--- src/rtl/serial_add_ctrl_pkg.sv ---
// Shared constants for the bit-serial adder controller: state encoding and default width.
package serial_add_ctrl_pkg;

   typedef enum logic [1:0] {
      ST_IDLE = 2'd0,
      ST_RUN  = 2'd1,
      ST_DONE = 2'd2
   } state_t;

   localparam int SADD_WIDTH = 8;

endpackage

--- src/rtl/serial_add_ctrl_fa.sv ---
// Combinational 1-bit full adder, time-shared by the serial adder controller.
module fa (
   input  logic a,
   input  logic b,
   input  logic cin,
   output logic co,
   output logic s
);

   assign s  = a ^ b ^ cin;
   assign co = (a & b) | (cin & (a ^ b));

endmodule

--- src/rtl/serial_add_ctrl.sv ---
// Bit-serial adder controller: adds two WIDTH-bit operands LSB first through one fa cell.
// Optional macro SERIAL_ADD_SUB_EN adds a `sub` port for two's-complement subtraction.
//
// state   | meaning
// --------+-----------------------------------------------
// ST_IDLE | waiting for start; sum/cout hold last result
// ST_RUN  | one operand bit per clock through fa (busy=1)
// ST_DONE | single-cycle done pulse; start accepted here
module serial_add_ctrl
   import serial_add_ctrl_pkg::*;
#(
   parameter  int WIDTH = SADD_WIDTH,
   localparam int CNT_W = $clog2(WIDTH)
) (
   input  logic             clk,
   input  logic             rst,
   input  logic             start,
   input  logic [WIDTH-1:0] a,
   input  logic [WIDTH-1:0] b,
   input  logic             cin,
`ifdef SERIAL_ADD_SUB_EN
   input  logic             sub,
`endif
   output logic             busy,
   output logic             done,
   output logic [WIDTH-1:0] sum,
   output logic             cout
);

   state_t             state;
   state_t             state_nxt;
   logic [WIDTH-1:0]   a_sh;
   logic [WIDTH-1:0]   b_sh;
   logic [WIDTH-1:0]   sum_sh;
   logic               c;
   logic [CNT_W-1:0]   cnt;
   logic               load;
   logic               shift;
   logic               last;
   logic               fa_s;
   logic               fa_co;
   logic [WIDTH-1:0]   b_ld;
   logic               c_ld;

`ifdef SERIAL_ADD_SUB_EN
   // Subtraction is a + ~b + 1; cout=1 then means no borrow.
   assign b_ld = sub ? ~b : b;
   assign c_ld = sub ? 1'b1 : cin;
`else
   assign b_ld = b;
   assign c_ld = cin;
`endif

   fa u_fa (
      .a   (a_sh[0]),
      .b   (b_sh[0]),
      .cin (c),
      .co  (fa_co),
      .s   (fa_s)
   );

   always_comb begin
      state_nxt = state;
      load      = 1'b0;
      shift     = 1'b0;
      last      = 1'b0;
      case (state)
         ST_IDLE: begin
            if (start) begin
               load      = 1'b1;
               state_nxt = ST_RUN;
            end
         end
         ST_RUN: begin
            shift = 1'b1;
            if (cnt == CNT_W'(WIDTH - 1)) begin
               last      = 1'b1;
               state_nxt = ST_DONE;
            end
         end
         ST_DONE: begin
            if (start) begin
               load      = 1'b1;
               state_nxt = ST_RUN;
            end else begin
               state_nxt = ST_IDLE;
            end
         end
         default: state_nxt = ST_IDLE;
      endcase
   end

   always_ff @(posedge clk) begin
      if (rst) begin
         state <= ST_IDLE;
      end else begin
         state <= state_nxt;
      end
   end

   always_ff @(posedge clk) begin
      if (rst) begin
         a_sh   <= '0;
         b_sh   <= '0;
         sum_sh <= '0;
         c      <= 1'b0;
         cnt    <= '0;
         sum    <= '0;
         cout   <= 1'b0;
      end else begin
         if (load) begin
            a_sh <= a;
            b_sh <= b_ld;
            c    <= c_ld;
            cnt  <= '0;
         end else if (shift) begin
            a_sh   <= a_sh >> 1;
            b_sh   <= b_sh >> 1;
            sum_sh <= {fa_s, sum_sh[WIDTH-1:1]};
            c      <= fa_co;
            cnt    <= cnt + CNT_W'(1);
         end
         // Result registers only move on the final bit, so they hold through IDLE.
         if (last) begin
            sum  <= {fa_s, sum_sh[WIDTH-1:1]};
            cout <= fa_co;
         end
      end
   end

   assign busy = (state == ST_RUN);
   assign done = (state == ST_DONE);

endmodule

--- config.mk ---
export PLATFORM = sky130hd
export DESIGN_NAME = serial_add_ctrl
export DESIGN_NICKNAME = d
export VERILOG_FILES = /design/src/rtl/serial_add_ctrl_pkg.sv /design/src/rtl/serial_add_ctrl_fa.sv /design/src/rtl/serial_add_ctrl.sv
export SDC_FILE = /design/constraint.sdc
export NUM_CORES = 1
export LEC_CHECK = 0
export BUFFER_PORTS_ARGS = -buffer_cell sky130_fd_sc_hd__buf_4
export CAP_MARGIN = 10
export CORE_AREA = 5 5 65 67
export DETAILED_ROUTE_END_ITERATION = 16
export DIE_AREA = 0 0 70 72
export PLACE_DENSITY = 0.69
export SYNTH_ARGS = -nofsm -noshare
export SYNTH_HDL_FRONTEND = slang
export SYNTH_SLANG_ARGS = --single-unit
--- constraint.sdc ---
create_clock -name clk -period 3.1 [get_ports clk]
set_clock_uncertainty 0.15 [all_clocks]
set_input_delay 0.62 -clock clk [delete_from_list [all_inputs] [get_ports clk]]
set_output_delay 0.62 -clock clk [all_outputs]
set_load 0.01 [all_outputs]
==> flow_metrics.py, run 1 <==
metrics = {
    "synth": {
        "synth_most_common_cell": "dfxtp_1",
        "synth_cells": 174,
        "yosys.area.top_type_share_pct": 49.7,
        "synth_top_area_cell": "dfxtp_1",
        "synthTopCellsByCount": "dfxtp_1 (38), nand2_1 (34), a21oi_1 (20)",
        "yosysSeqAreaShare_pct": 49.7,
        "synthTopCellsByArea": "dfxtp_1 (50%), nand2_1 (8.3%), a21oi_1 (6.5%), nor3_1 (5.2%), nand3_1 (4.2%)",
        "synthArstFlopShare_pct": 0,
        "synth_edf_count": 0,
        "synth.net_count": 197,
        "synth_area_um2": 1530,
        "synth_cell_types": 25,
        "synth-warning-count": 0,
        "synth-seq-cells": 38,
        "syn_avg_cell_area_um2": 8.80,
        "synth_ff_type": "dfxtp_1",
    },
    "placement": {
        "dpl_cell_area_um2": 1730,
        "gp_congestion": 0.725,
        "pre_cts_ws_ns": 1.15,
        "place_hpwl_um": 1850,
        "port_buffers": 30,
    },
    "detailed_routing": {
        "ant_nets": 0,
        "drcViolationCount": 0,
        "drt-initial-drc-count": 64,
        "vias_per_cell": 5.15,
        "drtPass1Iterations": 4,
        "wl_um": 3000,
        "vias": 1271,
        "wl_per_cell_um": 12.1,
    },
    "sta": {
        "finalSetupViolCount": 0,
        "setup_ws_ns": 0.922,
        "rsz0062_at_grt": "false",
        "period_share_pct": 70.3,
        "finalMaxSlewViolations": 0,
        "tightest_slew_ns": 0.802,
        "setup_tns_ns": 0,
        "period_needed_ns": 2.18,
        "finalHoldViolations": 0,
        "timing.slew.headroom_pct": 46.6,
        "max_freq_mhz": 459,
    },
    "power": {
        "leakage_nw": 0.681,
        "peakVddDrop_uv": 251,
        "pwr_density_cell_nw_per_um2": 505,
    },
    "worst_setup_path": {
        "slowest_delay_ns": 0.34,
        "cp_cell_sequence": "nand2b_1 -> buf_4 -> inv_8 -> buf_4",
        "crit_buf_inv": 3,
        "worstSetupEndpointType": "output pin",
        "slowest_stage": "dfxtp_1",
        "start_kind": "register",
        "crit_fanout": 36,
        "crit_top_cell": "buf_4",
        "arrival_ns": 1.41,
        "critPathKind": "reg -> out",
        "worstPathRequired_ns": 2.33,
        "r2r_slack_ns": 1.27,
        "path_delay_family": "buffers and inverters",
    },
    "clock_network": {
        "clk_pin_slew_ns": 0.11,
        "worstSkewPairLatency_ns": 0.34,
        "clockBufferDepth": 2,
        "cts_root_buf": "clkbuf_4",
        "cts_made_buffers": 5,
        "cts_setup_buffers": 0,
        "cts_resized": 0,
        "cts_tree": "built",
        "hold_buffers": 0,
        "clock-sinks": 38,
        "h-tree-depth": 2,
    },
    "die": {
        "io_pins": 31,
        "coreArea_um2": 3580,
        "rows": 22,
        "die-area_um2": 5040,
        "dieWidth_um": 70,
        "die_h_um": 72,
        "start_util_pct": 42.8,
    },
    "final_layout": {
        "fillers": 382,
        "drive_above_1_share_pct": 21.1,
        "area.sequential_um2": 761,
        "design_area_um2": 1790,
        "diodes": 0,
        "fin_nets": 221,
        "multi_input_area_um2": 653,
        "area_growth_syn_to_layout_pct": 16.6,
    },
    "global_routing": {
        "grt_pass1_wl_um": 5310,
        "grt_util_all_layers_pct": 13.5,
        "grt_pass1_vias": 1195,
        "gr-total-overflow": 0,
        "antenna_found_initial": 0,
        "grt_max_degree": 39,
    },
    "min_path": {
        "hold_path_class": "reg -> reg",
    },
    "status": {
        "status": "finished clean",
    },
    "run": {
        "drv_cap": 0,
    },
}
[worst min-delay path, stage by stage (launching register included)]
cell     delay [ns]
dfxtp_1        0.32
nand2_1        0.05
a21oi_1        0.05
[cell families after synthesis]
kind of cell | after synthesis | share of synthesized area (%)
AOI/OAI and AO/OA | 36 | 14.2
xor gates and xnor gates | 1 | 0.572
adders and majority gates | 3 | 2.94
buffers and inverters | 16 | 7.68
DFF | 38 | 49.7
muxes | 3 | 1.96
and+or+nand+nor | 77 | 23.0
[sequential cells by signal, summed over array words and instances (netlist names)]
register,count
a_sh,8
b_sh,8
c,1
cnt,3
cout,1
state,2
sum,8
sum_sh,7
[stage by stage]
stage / instances / power [mW] / hold WS (ns) / util, %
after floorplan: 174 / 0.624 / 0.287 / -
final: 247 / 0.901 / 0.310 / 49.9
after global placement: 239 / 0.647 / 0.294 / 48.2
after global routing: 247 / 0.966 / 0.335 / 49.9
after CTS: 247 / 0.916 / 0.313 / 49.9
after detailed placement: 239 / 0.649 / 0.297 / 48.2
[cell type report]
type	count	area share (%)
clock inverters	1	0.280
multi-input cells	120	36.6
well taps	48	3.36
repair buffers	32	13.5
flip-flops and latches	38	42.6
inverters	1	0.631
clock buffers	7	3.08
[routing by layer]
| layer | track usage, % | vias to the layer above | part of all wire (%) |
|---|---|---|---|
| met5 | 0 | - | 0 |
| met4 | 5.74 | 0 | 1.3 |
| met3 | 6.51 | 4 | 6.4 |
| met2 | 21.7 | 30 | 45 |
| met1 | 15.2 | 577 | 47 |
| li1 | - | 660 | - |
[power by group]
group	total, mW	internal, mW	switching [mW]
sequential	0.525	0.512	0.0135
combinational	0.113	0.0487	0.0641
clock	0.263	0.110	0.153
[final timing paths]
| path | to | cells after the start | startpoint |
|---|---|---|---|
| max | busy | 4 | state[1]$_SDFFE_PP0P_ |
| min | sum[3]$_SDFFE_PP0P_ | 2 | sum[3]$_SDFFE_PP0P_ |
| max reg2reg | sum[7]$_SDFFE_PP0P_ | 5 | cnt[0]$_SDFFE_PP0P_ |
| min reg2reg | sum[3]$_SDFFE_PP0P_ | 2 | sum[3]$_SDFFE_PP0P_ |
[layout by cell type, fill, tap and decap left out, drive strengths merged]
master  count
clkinv      1
nand3      13
nand2      34
mux2i       3
dfxtp      38
clkbuf      7
fa          1
nor3       18
o22ai       7
nand2b      2
a311oi      5
xnor2       1
o21a        1
nor2        7
a21oi      20
a22oi       3
ha          2
nor2b       2
inv         1
buf        32
nand3b      1
Note: power is estimated with default switching activity, not from simulation.
==> inputs of run 2 (changes only) <==
==> constraint.sdc (replaced) <==
create_clock -name clk -period 2.2 [get_ports clk]
set_clock_uncertainty 0.15 [all_clocks]
set_input_delay 0.44 -clock clk [delete_from_list [all_inputs] [get_ports clk]]
set_output_delay 0.44 -clock clk [all_outputs]
set_load 0.01 [all_outputs]
==> flow_metrics.py, run 2 (same netlist as run 1, synthesis figures left out) <==
metrics = {
    "min_path": {
        "hold_path_class": "in -> reg",
    },
    "global_routing": {
        "grt_util_all_layers_pct": 12.8,
        "met3_usage_pct": 5.12,
        "gr-total-overflow": 0,
        "top_usage_layer": "met2",
        "grt_use_met1_pct": 15.5,
        "antenna_found_initial": 0,
        "grt_pass1_vias": 1157,
        "grt_pass1_wl_um": 5220,
        "gr-usage-met2_pct": 20.0,
        "grt_max_degree": 39,
    },
    "clock_network": {
        "h-tree-depth": 2,
        "cts_setup_buffers": 0,
        "clockBufferDepth": 2,
        "hold_buffers": 0,
        "cts_made_buffers": 5,
        "cts_tree": "built",
        "cts_root_buf": "clkbuf_4",
        "cts_resized": 0,
        "clock-sinks": 38,
        "worstSkewPairLatency_ns": 0.34,
        "clk_pin_slew_ns": 0.11,
    },
    "power": {
        "pwr_density_cell_nw_per_um2": 712,
        "total_power_mw": 1.28,
        "leakage_nw": 0.685,
        "peakVddDrop_uv": 353,
    },
    "final_layout": {
        "largestRegisters": "a_sh x8, b_sh x8, sum x8",
        "layout_common_cells": "dfxtp_1 (38), nand2_1 (34), buf_4 (33), a21oi_1 (20), nor3_1 (16)",
        "multi_input_area_um2": 653,
        "fillers": 365,
        "area.sequential_um2": 761,
        "area_growth_syn_to_layout_pct": 17.1,
        "fin_nets": 222,
        "diodes": 0,
        "layout_commonest_cell": "dfxtp_1",
        "drive_above_1_share_pct": 21.5,
    },
    "die": {
        "die-area_um2": 5040,
        "rows": 22,
        "die_h_um": 72,
        "io_pins": 31,
        "dieWidth_um": 70,
        "start_util_pct": 42.8,
        "coreArea_um2": 3580,
    },
    "sta": {
        "tightest_slew_ns": 0.396,
        "max_freq_mhz": 529,
        "setup_tns_ns": 0,
        "timing.slew.headroom_pct": 73.6,
        "period_share_pct": 86.0,
        "finalHoldViolations": 0,
        "finalSetupViolCount": 0,
        "finalMaxSlewViolations": 0,
        "rsz0062_at_grt": "false",
        "period_needed_ns": 1.89,
    },
    "worst_setup_path": {
        "crit_fanout": 36,
        "start_kind": "register",
        "worstPathRequired_ns": 1.61,
        "slowest_delay_ns": 0.40,
        "slowest_stage": "dfxtp_1",
        "arrival_ns": 1.30,
        "critPathKind": "reg -> out",
        "worstSetupEndpointType": "output pin",
        "cp_cell_sequence": "nand2b_1 -> inv_8 -> buf_4",
        "r2r_slack_ns": 0.47,
    },
    "detailed_routing": {
        "wl_um": 3040,
        "drcViolationCount": 0,
        "ant_nets": 0,
        "wl_per_cell_um": 12.3,
        "vias": 1253,
        "drtPass1Iterations": 4,
        "drt-initial-drc-count": 74,
        "vias_per_cell": 5.05,
    },
    "status": {
        "status": "finished clean",
    },
    "placement": {
        "port_buffers": 30,
        "gp_congestion": 0.704,
        "place_hpwl_um": 1950,
    },
    "run": {
        "drv_cap": 0,
    },
}
==> run 2: where the power goes <==
| part | switching (mW) | total (mW) | internal [mW] |
|---|---|---|---|
| logic | 0.0904 | 0.161 | 0.0707 |
| clock network | 0.219 | 0.374 | 0.155 |
| registers | 0.0195 | 0.741 | 0.721 |
| total | 0.329 | 1.28 | 0.947 |
==> run 2: final timing paths <==
path | from | cells after the start | endpoint
worst max-delay path | state[0]$_SDFFE_PP0P_ | 3 | busy
worst min-delay path | a[7] | 3 | a_sh[7]$_SDFFE_PP0P_
worst max register to register | cnt[0]$_SDFFE_PP0P_ | 5 | sum[1]$_SDFFE_PP0P_
worst min register to register | sum[4]$_SDFFE_PP0P_ | 2 | sum[4]$_SDFFE_PP0P_
==> run 2: routing by layer <==
metal | up-vias | part of all wire (%)
met4 | 0 | 1.6
met5 | - | 0
met2 | 33 | 44
met1 | 561 | 47
met3 | 6 | 7.6
li1 | 653 | -
==> run 2: critical path, delay by kind of cell (launching register included) <==
kind                   cells  cell delay (ns)
buffers and inverters      2             0.38
flip-flops                 1             0.40
AND/OR/NAND/NOR            1             0.17
==> run 2: final cells by class <==
class | count | share of cell area (%)
inverters | 1 | 0.628
flip-flops and latches | 38 | 42.4
clock buffers | 7 | 3.07
repair buffers | 33 | 13.8
multi-input cells | 120 | 36.4
clock inverters | 1 | 0.279
well taps | 48 | 3.35
==> run 2: per-stage QoR <==
step | cell area (um2) | utilization, % | instances | setup slack, ns | hold slack [ns]
5_1_grt | 1790 | 50.1 | 248 | 0.199 | 0.182
4_1_cts | 1790 | 50.1 | 248 | 0.278 | 0.168
2_1_floorplan | 1530 | - | 174 | 0.855 | 0.287
3_3_place_gp | 1730 | 48.4 | 240 | 0.494 | 0.295
3_5_place_dp | 1730 | 48.4 | 240 | 0.414 | 0.300
6_report | 1790 | 50.1 | 248 | 0.308 | 0.186
==> inputs of run 3 (changes only) <==
--- a/config.mk
+++ b/config.mk
@@ -8,8 +8,10 @@
 export BUFFER_PORTS_ARGS = -buffer_cell sky130_fd_sc_hd__buf_4
 export CAP_MARGIN = 10
 export CORE_AREA = 5 5 65 67
+export CTS_BUF_LIST = sky130_fd_sc_hd__clkbuf_4 sky130_fd_sc_hd__clkbuf_8 sky130_fd_sc_hd__clkbuf_16
 export DETAILED_ROUTE_END_ITERATION = 16
 export DIE_AREA = 0 0 70 72
+export GPL_TIMING_DRIVEN = 0
 export PLACE_DENSITY = 0.69
 export SYNTH_ARGS = -nofsm -noshare
 export SYNTH_HDL_FRONTEND = slang
==> constraint.sdc (replaced) <==
create_clock -name clk -period 2.2 [get_ports clk]
set_clock_uncertainty 0.15 [all_clocks]
set_input_delay 0.22 -clock clk [delete_from_list [all_inputs] [get_ports clk]]
set_output_delay 0.22 -clock clk [all_outputs]
set_load 0.01 [all_outputs]
==> flow_metrics.py, run 3 (same netlist as run 1, synthesis figures left out) <==
metrics = {
    "global_routing": {
        "antenna_found_initial": 0,
        "grt_pass1_vias": 1280,
        "grt_util_all_layers_pct": 14.4,
        "grt_max_degree": 13,
        "gr-total-overflow": 0,
        "grt_pass1_wl_um": 5840,
    },
    "final_layout": {
        "largestRegisters": "a_sh x8, b_sh x8, sum x8",
        "area_growth_syn_to_layout_pct": 28.0,
        "layout_common_cells": "dfxtp_1 (38), nand2_1 (34), buf_4 (31), a21oi_1 (20), nor3_1 (16)",
        "diodes": 0,
        "multi_input_area_um2": 653,
        "area.sequential_um2": 761,
        "design_area_um2": 1960,
        "drive_above_1_share_pct": 23.7,
        "layout_commonest_cell": "dfxtp_1",
        "fillers": 369,
        "fin_nets": 237,
        "final_core_util_pct": 54.8,
    },
    "min_path": {
        "hold_start": "rst",
        "hold_path_class": "in -> reg",
        "whs_path_depth": 2,
    },
    "sta": {
        "finalHoldViolations": 0,
        "timing.slew.headroom_pct": 65.9,
        "max_freq_mhz": 580,
        "rsz0062_at_grt": "false",
        "setup_tns_ns": 0,
        "tightest_slew_ns": 0.511,
        "period_share_pct": 78.4,
        "finalSetupViolCount": 0,
        "finalMaxSlewViolations": 0,
        "period_needed_ns": 1.73,
    },
    "clock_network": {
        "h-tree-depth": 2,
        "worstSkewPairLatency_ns": 0.35,
        "clock-sinks": 38,
        "cts_root_buf": "clkbuf_4",
        "cts_made_buffers": 5,
        "cts_tree": "built",
        "clockBufferDepth": 2,
        "clk_pin_slew_ns": 0.12,
        "cts_setup_buffers": 0,
        "cts_resized": 0,
        "hold_buffers": 4,
    },
    "die": {
        "start_util_pct": 42.8,
        "io_pins": 31,
        "die_h_um": 72,
        "die-area_um2": 5040,
        "dieWidth_um": 70,
        "rows": 22,
        "coreArea_um2": 3580,
    },
    "worst_setup_path": {
        "worstPathRequired_ns": 1.83,
        "worstSetupEndpointType": "output pin",
        "arrival_ns": 1.36,
        "reg2reg_depth": 5,
        "start_kind": "register",
        "critPathKind": "reg -> out",
        "r2r-start": "cnt[0]$_SDFFE_PP0P_",
        "cp-startpoint": "state[0]$_SDFFE_PP0P_",
        "crit_fanout": 10,
    },
    "run": {
        "drv_cap": 0,
    },
    "placement": {
        "place_hpwl_um": 2360,
        "port_buffers": 29,
        "gp_congestion": 0.790,
        "dpl_cell_area_um2": 1810,
    },
    "detailed_routing": {
        "drtPass1Iterations": 4,
        "drcViolationCount": 0,
        "vias": 1325,
        "vias_per_cell": 5.04,
        "ant_nets": 0,
        "wl_per_cell_um": 12.7,
        "drt-initial-drc-count": 63,
        "wl_um": 3350,
    },
    "power": {
        "pwr_density_cell_nw_per_um2": 795,
        "peakVddDrop_uv": 445,
        "total_power_mw": 1.56,
        "leakage_nw": 0.766,
    },
    "status": {
        "status": "finished clean",
    },
}
[run 3: through the flow]
stage               hold WS, ns  std cells  worst slack, ns
floorplan                 0.206        174            0.855
global placement          0.294        251            0.710
detailed placement        0.299        251            0.697
CTS                    0.000881        263            0.456
global route            0.00829        263            0.390
finish                  0.00518        263            0.475
[run 3: final cells by class]
type | count | area share [%]
plain buffers | 15 | 5.42
clock buffers | 6 | 2.62
clock inverters | 2 | 3.06
inverters | 1 | 0.574
multi-input cells | 120 | 33.3
flip-flops and latches | 38 | 38.8
well taps | 48 | 3.06
repair buffers | 33 | 13.1
[run 3: worst max-delay path: stages (launching register included)]
cell and delay [ns]:
dfxtp_1 0.41, nand2b_1 0.09, buf_6 0.15, inv_8 0.08, buf_6 0.14, buf_4 0.13
[run 3: layer usage]
layer / GRT usage [%] / part of all wire [%] / vias up
li1: - / - / 684
met1: 17.2 / 46 / 589
met2: 23.8 / 45 / 45
met3: 4.71 / 7.8 / 7
met4: 6.38 / 1.9 / 0
met5: 0 / 0 / -
[run 3: final timing paths]
check                    endpoint  slack [ns]
max                          busy        0.47
min          a_sh[1]$_SDFFE_PP0P_       0.005
max reg2reg   sum[4]$_SDFFE_PP0P_        0.69
min reg2reg   sum[0]$_SDFFE_PP0P_        0.31
[run 3: report_power, final]
group          leakage [nW]  switching (mW)  internal, mW  total [mW]
combinational         0.397           0.100        0.0909       0.191
clock                0.0585           0.243         0.385       0.628
sequential            0.310          0.0193         0.721       0.740
total                 0.766           0.363          1.20        1.56
